## src/rtl/ula_muldiv.sv

```systemverilog
// rtl/ula_muldiv.sv - MIPS execute unit: combinational ALU plus iterative mul/div sequencer with HI/LO
module ula_muldiv #(
   parameter int WIDTH = 32
) (
   input  logic             clk,
   input  logic             rst_n,
   input  logic [WIDTH-1:0] In1,
   input  logic [WIDTH-1:0] In2,
   input  logic [3:0]       OP,
   output logic [WIDTH-1:0] result,
   output logic             Zero_Flag,
   input  logic             md_start,
   input  logic [2:0]       md_op,
   input  logic             md_flush,
   output logic             busy,
   output logic             done,
   output logic             div_zero,
   output logic [WIDTH-1:0] hi,
   output logic [WIDTH-1:0] lo
);
   localparam int SHW = $clog2(WIDTH);
   localparam logic [SHW-1:0] LAST = SHW'(WIDTH - 1);

   typedef enum logic [1:0] {S_IDLE, S_CALC, S_FIN} state_t;

   logic [SHW-1:0] shamt;
   assign shamt = In1[SHW-1:0];

   always_comb begin
      result = '0;
      case (OP)
         4'd0:         result = In1 + In2;
         4'd1:         result = In1 - In2;
         4'd2:         result = In1 & In2;
         4'd3:         result = In1 | In2;
         4'd4:         result = In1 ^ In2;
         4'd5:         result = ~(In1 | In2);
         4'd6:         result = {{(WIDTH-1){1'b0}}, ($signed(In1) < $signed(In2))};
         4'd7:         result = {{(WIDTH-1){1'b0}}, (In1 < In2)};
         4'd8, 4'd11:  result = In2 << shamt;
         4'd9, 4'd12:  result = In2 >> shamt;
         4'd10, 4'd13: result = $signed(In2) >>> shamt;
         4'd14:        result = In1;
         default:      result = '0;
      endcase
   end

   assign Zero_Flag = (result == '0);

   state_t         st_q;
   logic [SHW-1:0] cnt_q;
   logic [WIDTH-1:0] acc_q, q_q, m_q, hi_q, lo_q;
   logic is_div_q, neg_q_q, neg_r_q, dz_q, busy_q, done_q, dzo_q;

   logic             sgn_op, a_neg, b_neg;
   logic [WIDTH-1:0] a_abs, b_abs;

   // Signed ops run on magnitudes; signs are restored in FIN.
   assign sgn_op = (md_op == 3'd0) || (md_op == 3'd2);
   assign a_neg  = sgn_op & In1[WIDTH-1];
   assign b_neg  = sgn_op & In2[WIDTH-1];
   assign a_abs  = a_neg ? -In1 : In1;
   assign b_abs  = b_neg ? -In2 : In2;

   logic [WIDTH:0]   mul_sum, div_shift;
   logic [WIDTH-1:0] div_diff, acc_d, q_d;
   logic             div_ge;

   // Multiply: {acc,q} shifts right, multiplier in q. Divide: {acc,q} shifts left, quotient bits enter q.
   always_comb begin
      mul_sum   = {1'b0, acc_q} + {1'b0, (q_q[0] ? m_q : {WIDTH{1'b0}})};
      div_shift = {acc_q, q_q[WIDTH-1]};
      div_ge    = (div_shift >= {1'b0, m_q});
      div_diff  = div_shift[WIDTH-1:0] - m_q;
      if (is_div_q) begin
         acc_d = div_ge ? div_diff : div_shift[WIDTH-1:0];
         q_d   = {q_q[WIDTH-2:0], div_ge};
      end else begin
         acc_d = mul_sum[WIDTH:1];
         q_d   = {mul_sum[0], q_q[WIDTH-1:1]};
      end
   end

   logic [2*WIDTH-1:0] prod, prod_fix;
   logic [WIDTH-1:0]   quo_fix, rem_fix, hi_d, lo_d;

   // A zero divisor leaves the dividend magnitude in acc, so rem_fix recreates the original In1.
   always_comb begin
      prod     = {acc_q, q_q};
      prod_fix = neg_q_q ? -prod : prod;
      quo_fix  = neg_q_q ? -q_q : q_q;
      rem_fix  = neg_r_q ? -acc_q : acc_q;
      if (!is_div_q) begin
         {hi_d, lo_d} = prod_fix;
      end else if (dz_q) begin
         hi_d = rem_fix;
         lo_d = '1;
      end else begin
         hi_d = rem_fix;
         lo_d = quo_fix;
      end
   end

   always_ff @(posedge clk or negedge rst_n) begin
      if (!rst_n) begin
         st_q     <= S_IDLE;
         cnt_q    <= '0;
         acc_q    <= '0;
         q_q      <= '0;
         m_q      <= '0;
         hi_q     <= '0;
         lo_q     <= '0;
         is_div_q <= 1'b0;
         neg_q_q  <= 1'b0;
         neg_r_q  <= 1'b0;
         dz_q     <= 1'b0;
         busy_q   <= 1'b0;
         done_q   <= 1'b0;
         dzo_q    <= 1'b0;
      end else begin
         done_q <= 1'b0;
         dzo_q  <= 1'b0;
         case (st_q)
            S_IDLE: begin
               if (md_start) begin
                  if (md_op < 3'd4) begin
                     st_q     <= S_CALC;
                     busy_q   <= 1'b1;
                     cnt_q    <= '0;
                     acc_q    <= '0;
                     is_div_q <= md_op[1];
                     neg_q_q  <= a_neg ^ b_neg;
                     neg_r_q  <= a_neg;
                     dz_q     <= md_op[1] && (In2 == '0);
                     q_q      <= md_op[1] ? a_abs : b_abs;
                     m_q      <= md_op[1] ? b_abs : a_abs;
                  end else if (md_op == 3'd4) begin
                     hi_q <= In1;
                  end else if (md_op == 3'd5) begin
                     lo_q <= In1;
                  end
               end
            end
            S_CALC: begin
               if (md_flush) begin
                  st_q   <= S_IDLE;
                  busy_q <= 1'b0;
               end else begin
                  acc_q <= acc_d;
                  q_q   <= q_d;
                  cnt_q <= cnt_q + SHW'(1);
                  if (cnt_q == LAST) st_q <= S_FIN;
               end
            end
            S_FIN: begin
               st_q   <= S_IDLE;
               busy_q <= 1'b0;
               if (!md_flush) begin
                  hi_q   <= hi_d;
                  lo_q   <= lo_d;
                  done_q <= 1'b1;
                  dzo_q  <= dz_q;
               end
            end
            default: begin
               st_q   <= S_IDLE;
               busy_q <= 1'b0;
            end
         endcase
      end
   end

   assign busy     = busy_q;
   assign done     = done_q;
   assign div_zero = dzo_q;
   assign hi       = hi_q;
   assign lo       = lo_q;
endmodule

```

## config.mk

```make
export PLATFORM = sky130hd
export DESIGN_NAME = ula_muldiv
export DESIGN_NICKNAME = d
export VERILOG_FILES = /design/src/rtl/ula_muldiv.sv
export SDC_FILE = /design/constraint.sdc
export NUM_CORES = 1
export LEC_CHECK = 0
export ABC_AREA = 1
export CAP_MARGIN = 5
export CELL_PAD_IN_SITES_DETAIL_PLACEMENT = 1
export CELL_PAD_IN_SITES_GLOBAL_PLACEMENT = 1
export CORE_MARGIN = 2
export CORE_UTILIZATION = 45
export CTS_CLUSTER_DIAMETER = 80
export DETAILED_ROUTE_END_ITERATION = 8
export PLACE_DENSITY_LB_ADDON = 0.1
export RECOVER_POWER = 25
export SYNTH_ARGS = -nofsm -noshare
export SYNTH_HDL_FRONTEND = slang
export SYNTH_SLANG_ARGS = --single-unit
export TNS_END_PERCENT = 10
```

## constraint.sdc

```tcl
create_clock -name clk -period 6.3 [get_ports clk]
set_input_delay 1.26 -clock clk [delete_from_list [all_inputs] [get_ports clk]]
set_output_delay 1.26 -clock clk [all_outputs]
set_load 0.01 [all_outputs]
```

==> run_results.csv, run 1 <==
group,metric,value,unit
status,status,"finished with violations",
status,failed_checks,"capacitance limit, slew limit",
cts,cts_made_buffers,17,
cells_and_area,final_nets,5677,
timing,worst_slew_pin_slew,3.60,ns
synth,yosysSeqAreaShare,15.4,%
synth,synth_cells,5181,
pwr,p_comb_share,71.0,%
setup_path,cp.required,5.04,ns
global_routing,grt_pass1_wl,244,mm
synth,syn-num-nets,5432,
cells_and_area,n_fill_cell,9192,
setup_path,r2r-end,"acc_q[14]$_DFFE_PN0P_",
routing,wl_met1,59.6,mm
synth,synth.most_common_cell,"nand2_1",
setup_path,worstSetupPathType,"in -> out",
placed_design,gp_routability_congestion,1.16,
routing,drtPass1Iterations,6,
cts,clk_path_buf_depth,2,
hold_path,hold_path_class,"reg -> reg",
hold_path,worstHoldPathCells,2,
pwr,power_density,376,mW/mm^2
setup_path,critPathLaunch,"In2[11]",
hold_path,min-delay-start,"busy$_DFFE_PN0P_",
die,die-area,0.0649,mm^2
setup_path,start_kind,"input port",
routing,wl_met3,17.8,mm
global_routing,globalRoute.totalOverflow,0,
run,drv_cap,1,
timing,rsz0062_at_grt,"false",
routing,finalWirelength,168,mm
timing,min_period,6.26,ns
timing,fin_skew,0.0171,ns
global_routing,grt_pass1_vias,39000,
global_routing,antenna_found_initial,12,
pwr,p_sw,7350,uW
setup_path,reg2reg_slack,2.35,ns
global_routing,grt_max_degree,76,
timing,max_slew_margin,-140,%
synth,ys_async_sr_fraction,100,%
pwr,seqPwrFrac,19.4,%
cells_and_area,synthToLayoutAreaGrowth,16.1,%
pwr,swShare,59.5,%
cts,clock_latency,0.49,ns
synth,netlist_area,0.0283,mm^2
synth,netlist.area_leader.share,20.3,%
pwr,leakagePower,0.0168,uW
die,dieHeight,255,um
die,initial_utilization,45.7,%
timing,hold_viol,0,
die,chipWidth,255,um
routing,num_vias,39200,
synth,synth_commonest_cells,"1534 x nand2_1, 681 x nand3_1, 646 x inv_1",
setup_path,arrival,5.00,ns
cts,h-tree-depth,4,
routing,final_antenna_net_count,0,
routing,met2_length,71.4,mm
cells_and_area,finalNonFillerCells,6279,
timing,slew_viol_final,62,
synth,ys_top_cells_by_area,"nand2_1 20%, dfrtp_1 15%, nand3_1 12%",
timing,period_share,99.4,%
routing,drt-initial-drc-count,4513,
die,io_pins,175,
timing,max_freq,160,MHz
global_routing,grt_usage,50.9,%
setup_path,cp_max_fo,5,
cts,clk_pin_slew_worst_paths,0.08,ns
synth,avgSynthCellArea,5.46,um^2
pwr,clock_power_share,9.6,%
cts,cts-root-buf,"clkbuf_16",
synth,ys_ff_latch,174,
pwr,p_int,5010,uW
setup_path,critPathMaxStageDelay,0.57,ns
routing,routed.top_layer,"met5",
setup_path,r2r_cells,13,
setup_path,crit_top_cell,"nand2_1",
hold_path,worstHoldEndpoint,"busy$_DFFE_PN0P_",
placed_design,post-dp-hpwl,135,mm
timing,setup_violations,0,
placed_design,io_buffers,174,
die,design.core.area,0.0619,mm^2
cells_and_area,drive_above_1_share,6.82,%
cts,cts_tree,"built",
setup_path,timing.rr.start,"acc_q[30]$_DFFE_PN0P_",
synth,synth_cell_type_count,59,
synth,yosys_warnings,0,
setup_path,slowest_stage,"clkdlybuf4s50_1",
routing,avgRoutedWirePerCell,26.8,um
placed_design,placed_cells,6240,
cts,cts_sinks,174,
synth,synth_ff_type,"dfrtp_1",
die,placementRows,91,
timing,tns,0,ns
setup_path,endpoint_kind,"output pin",
routing,viasPerCell,6.24,
synth,synth_edf_count,0,
pwr,max-vdd-ir-drop,298,uV
setup_path,cp_cell_sequence,"clkdlybuf4s50_1 -> buf_4 -> nand2_1 -> nand3_1 -> nand3_1 -> nand3_1 -> nand2_1 -> nand2_1 -> nand2_1 -> nand2_1 -> inv_1 -> nand3_1 -> nor2_1 -> nand2_1 -> nor2_1 -> nand2_1 -> nor2_1 -> clkdlybuf4s50_1",
synth,synth_area_leader_cell,"nand2_1",
routing,drc_errors,0,
power by group through the flow:
stage	Sequential [uW]	Clock, uW	Combinational (uW)
after global placement	2320	0	8020
final	2400	1190	8770
after detailed placement	2350	0	8330
after CTS	2330	1170	8440
after global routing	2410	1210	9440
after floorplan	2070	0	5340
state kept, by name (all words and copies together), names as in the netlist:
register	count
acc_q	32
cnt_q	5
done	1
busy	1
st_q	2
q_q	32
is_div_q	1
m_q	32
neg_q_q	1
div_zero	1
dz_q	1
lo	32
hi	32
neg_r_q	1
cell usage in the layout (no fill, tap or decap), types with 12 or more instances in the layout:
master,count
a21oi_1,294
a22oi_1,15
a31oi_1,36
and2_1,12
buf_4,242
clkbuf_16,17
clkdlybuf4s50_1,161
dfrtp_1,172
ha_1,163
inv_1,644
nand2_1,1530
nand3_1,679
nand3b_1,21
nand4_1,76
nor2_1,620
nor2_2,19
nor3_1,61
nor4_1,12
o211ai_1,38
o21ai_0,305
o21ai_1,23
o21bai_1,14
o221ai_1,16
o22ai_1,14
xor2_1,83
timing repair:
| item | in CTS | in global routing |
|---|---|---|
| resized for setup | 0 | 30 |
| setup buffers | 0 | 4 |
| setup endpoints to repair | 0 | 1 |
| hold buffers | 0 | 0 |
worst max-delay path: cells and delay by family:
family	cells	cell delay, ns
buffers and inverters	4	1.51
AND/OR/NAND/NOR	14	2.22
per-stage QoR:
step	worst slack (ns)	hold slack (ns)	instance area [um^2]	util, %	total power (uW)
after floorplan	1.47	0.473	28300	-	7420
after global placement	0.124	0.465	32100	51.8	10300
after detailed placement	0.110	0.479	32100	51.8	10700
after CTS	0.0998	0.495	32700	52.9	11900
after global routing	0.00102	0.534	32800	53.0	13100
final	0.0353	0.490	32800	53.0	12400
per-layer routing:
| metal | vias up | track usage (%) |
|---|---|---|
| met3 | 808 | 13.6 |
| li1 | 17400 | - |
| met1 | 18600 | 57.3 |
| met2 | 2369 | 77.9 |
| met4 | 16 | 48.5 |
| met5 | - | 0 |
final cells by class:
| type | instances | area [um^2] | share of cell area [%] |
|---|---|---|---|
| Antenna cell | 3 | 7.51 | 0.0229 |
| Sequential cell | 174 | 4360 | 13.3 |
| Timing Repair Buffer | 425 | 3720 | 11.3 |
| Clock inverter | 15 | 210 | 0.640 |
| Multi-Input combinational cell | 4149 | 20600 | 62.7 |
| Clock buffer | 17 | 425 | 1.30 |
| Inverter | 659 | 2480 | 7.55 |
| Tap cell | 837 | 1050 | 3.19 |
worst max path at each step:
stage                           end  slack (ns)  cells after the start
after detailed placement  Zero_Flag        0.11                     18
final                     Zero_Flag        0.04                     18
after CTS                 Zero_Flag         0.1                     18
after global placement    Zero_Flag        0.12                     18
after floorplan           Zero_Flag        1.47                     23
after global routing      Zero_Flag       0.001                     18
cells by family (layout without fill, tap and decap cells):
kind of cell	after synthesis	in the layout	share of synthesized area [%]
multiplexers	1	1	0.0354
AO/OA/AOI/OAI	807	807	15.9
buffers and inverters	858	1116	12.1
AND/OR/NAND/NOR	3071	3071	45.8
flip-flops	174	174	15.4
XOR/XNOR	94	94	2.91
other	0	3	0
adder cells (fa/ha/maj)	176	176	7.89
Power figures use the tool's default switching activity.
==> inputs of run 2 (changes only) <==
--- a/config.mk
+++ b/config.mk
@@ -10,7 +10,7 @@
 export CELL_PAD_IN_SITES_DETAIL_PLACEMENT = 1
 export CELL_PAD_IN_SITES_GLOBAL_PLACEMENT = 1
 export CORE_MARGIN = 2
-export CORE_UTILIZATION = 45
+export CORE_UTILIZATION = 42
 export CTS_CLUSTER_DIAMETER = 80
 export DETAILED_ROUTE_END_ITERATION = 8
 export PLACE_DENSITY_LB_ADDON = 0.1
==> constraint.sdc (replaced) <==
create_clock -name clk -period 6.6 [get_ports clk]
set_input_delay 1.32 -clock clk [delete_from_list [all_inputs] [get_ports clk]]
set_output_delay 1.32 -clock clk [all_outputs]
set_load 0.01 [all_outputs]
==> run 2 against run 1 <==
  * The flow still finishes with violations (capacitance limit, slew limit)
  * Count of clock-buffer cells in the layout did not move
  * Core utilization decreased by 4.3 points
  * Sequential power is 8% lower
  * Global-route usage shrank 3.3 points
  * Power fell by 5.9%
  * Critical path depth shrank 1
  * Clock skew grew 0.0050 ns
  * Routed wire length is 1.1% higher
  * Setup slack improved by 0.036 ns
  * Sequential cell count unchanged
  * Cell count grew 0.11%
  * Critical endpoint unchanged
==> run_results.csv, run 2 (synthesis gave the netlist of run 1 again) <==
group,metric,value,unit
status,status,"finished with violations",
status,failed_checks,"capacitance limit, slew limit",
cts,postCtsHoldBufs,0,
timing,fin_skew,0.0221,ns
cells_and_area,final_common_cell,"nand2_1",
pwr,power_density,357,mW/mm^2
setup_path,critPathMaxStageDelay,0.66,ns
timing,setup_violations,0,
cts,clock_latency,0.48,ns
cts,cts_sinks,174,
cells_and_area,final_nets,5650,
cells_and_area,final_util,48.7,%
cts,cts_tree,"built",
setup_path,arrival,5.21,ns
routing,drt-initial-drc-count,4437,
timing,whs,0.502,ns
global_routing,antenna_found_initial,3,
timing,rsz0062_at_grt,"false",
cts,cts_made_buffers,17,
setup_path,reg2reg_slack,2.44,ns
pwr,leakagePower,0.0166,uW
routing,avgRoutedWirePerCell,27.1,um
die,initial_utilization,42.3,%
timing,slew_viol_final,177,
cts,clk_path_buf_depth,2,
pwr,max-vdd-ir-drop,290,uV
routing,num_vias,38500,
placed_design,post-dp-hpwl,140,mm
global_routing,grt_usage,47.6,%
global_routing,grt_max_degree,108,
placed_design,post-place-ws,0.263,ns
global_routing,grt_pass1_wl,246,mm
placed_design,io_buffers,174,
timing,worst_slack,0.0711,ns
setup_path,cp_max_fo,6,
die,die-area,0.0695,mm^2
setup_path,slowest_stage,"clkdlybuf4s50_1",
cts,h-tree-depth,4,
die,design.core.area,0.0669,mm^2
placed_design,gp_routability_congestion,1.12,
timing,max_freq,153,MHz
pwr,clock_power_share,9.3,%
global_routing,grt_pass1_vias,38000,
die,io_pins,175,
timing,worst_slew_pin_slew,4.08,ns
routing,finalWirelength,170,mm
pwr,p_sw,6890,uW
routing,final_antenna_net_count,0,
timing,max_slew_margin,-172,%
cells_and_area,drive_above_1_share,6.04,%
die,chipWidth,264,um
setup_path,cp_cell_sequence,"clkdlybuf4s50_1 -> inv_1 -> ha_1 -> inv_1 -> o21ai_0 -> a21oi_2 -> nand3_1 -> nor2_1 -> nand2_1 -> inv_1 -> nand3_2 -> nor2_1 -> nand2_1 -> nor2_1 -> nand2_1 -> nor2_1 -> clkdlybuf4s50_1",
cells_and_area,synthToLayoutAreaGrowth,15.1,%
timing,period_share,98.9,%
run,drv_cap,2,
hold_path,hold_path_class,"reg -> reg",
pwr,p_int,4740,uW
setup_path,worstSetupPathType,"in -> out",
pwr,p_comb_share,71.6,%
die,dieHeight,264,um
timing,tns,0,ns
routing,drtPass1Iterations,5,
setup_path,start_kind,"input port",
global_routing,globalRoute.totalOverflow,0,
setup_path,cp.required,5.28,ns
pwr,p_total,11600,uW
setup_path,crit_top_cell,"nor2_1",
pwr,seqPwrFrac,19.0,%
cts,cts-root-buf,"clkbuf_16",
cts,clk_pin_slew_worst_paths,0.09,ns
timing,min_period,6.53,ns
routing,viasPerCell,6.13,
die,placementRows,95,
routing,drc_errors,0,
timing,hold_viol,0,
pwr,swShare,59.3,%
cells_and_area,layout_common_cells,"1533 x nand2_1, 680 x nand3_1, 645 x inv_1",
setup_path,endpoint_kind,"output pin",
run 2: cell types whose count changed in the layout (fill, tap and decap cells not counted), sizes merged:
cell and delta:
buf -27, clkdlybuf4s50 +6, dlymetal6s2s -6, diode -2, bufinv -1, clkinv +1
clkinvlp +1, inv -1
run 2: repair_timing:
item | in CTS | in global routing
gates resized for setup | 0 | 7
endpoints found under the hold margin | 0 | 0
setup endpoints to repair | 0 | 1
buffers inserted | 0 | 0
run 2: layout make-up:
type | count | area (um^2)
Clock inverter | 15 | 185
Clock buffer | 17 | 425
Fill cell | 9777 | 34300
Timing Repair Buffer | 398 | 3480
Tap cell | 873 | 1090
Sequential cell | 174 | 4360
Antenna cell | 1 | 2.50
Inverter | 659 | 2480
Multi-Input combinational cell | 4149 | 20600
run 2: final timing paths:
| path | start | to | cells past startpoint |
|---|---|---|---|
| min in group asynchronous | rst_n | acc_q[29]$_DFFE_PN0P_ | 1 |
| max | In1[28] | Zero_Flag | 17 |
| max reg2reg | acc_q[30]$_DFFE_PN0P_ | acc_q[18]$_DFFE_PN0P_ | 13 |
| min reg2reg | hi[19]$_DFFE_PN0P_ | hi[19]$_DFFE_PN0P_ | 2 |
| max in group asynchronous | rst_n | q_q[21]$_DFFE_PN0P_ | 2 |
| min | hi[19]$_DFFE_PN0P_ | hi[19]$_DFFE_PN0P_ | 2 |
run 2: per-layer routing:
metal | global-route usage (%) | part of all wire [%]
met1 | 56.6 | 37
met2 | 73.9 | 43
met3 | 7.48 | 8.6
met4 | 43.4 | 11
met5 | 0 | 0.026
run 2: stage by stage:
stage / std cells / area (um^2)
6_report: 6286 / 32600
5_1_grt: 6285 / 32600
4_1_cts: 6285 / 32600
3_5_place_dp: 6253 / 32000
3_3_place_gp: 6253 / 32000
2_1_floorplan: 5181 / 28300
run 2: power groups by stage:
| stage | Sequential, uW | Clock [uW] | Combinational (uW) |
|---|---|---|---|
| floorplan | 1980 | 0 | 5100 |
| global placement | 2170 | 0 | 7790 |
| detailed placement | 2180 | 0 | 8000 |
| CTS | 2160 | 1080 | 8090 |
| global route | 2220 | 1120 | 9010 |
| finish | 2210 | 1090 | 8330 |
run 2: critical path, delay by kind of cell:
kind,cells,cell delay [ns]
adders and majority gates,1,0.38
and+or+nand+nor,9,1.16
buffers and inverters,5,1.78
AOI/OAI and AO/OA,2,0.56
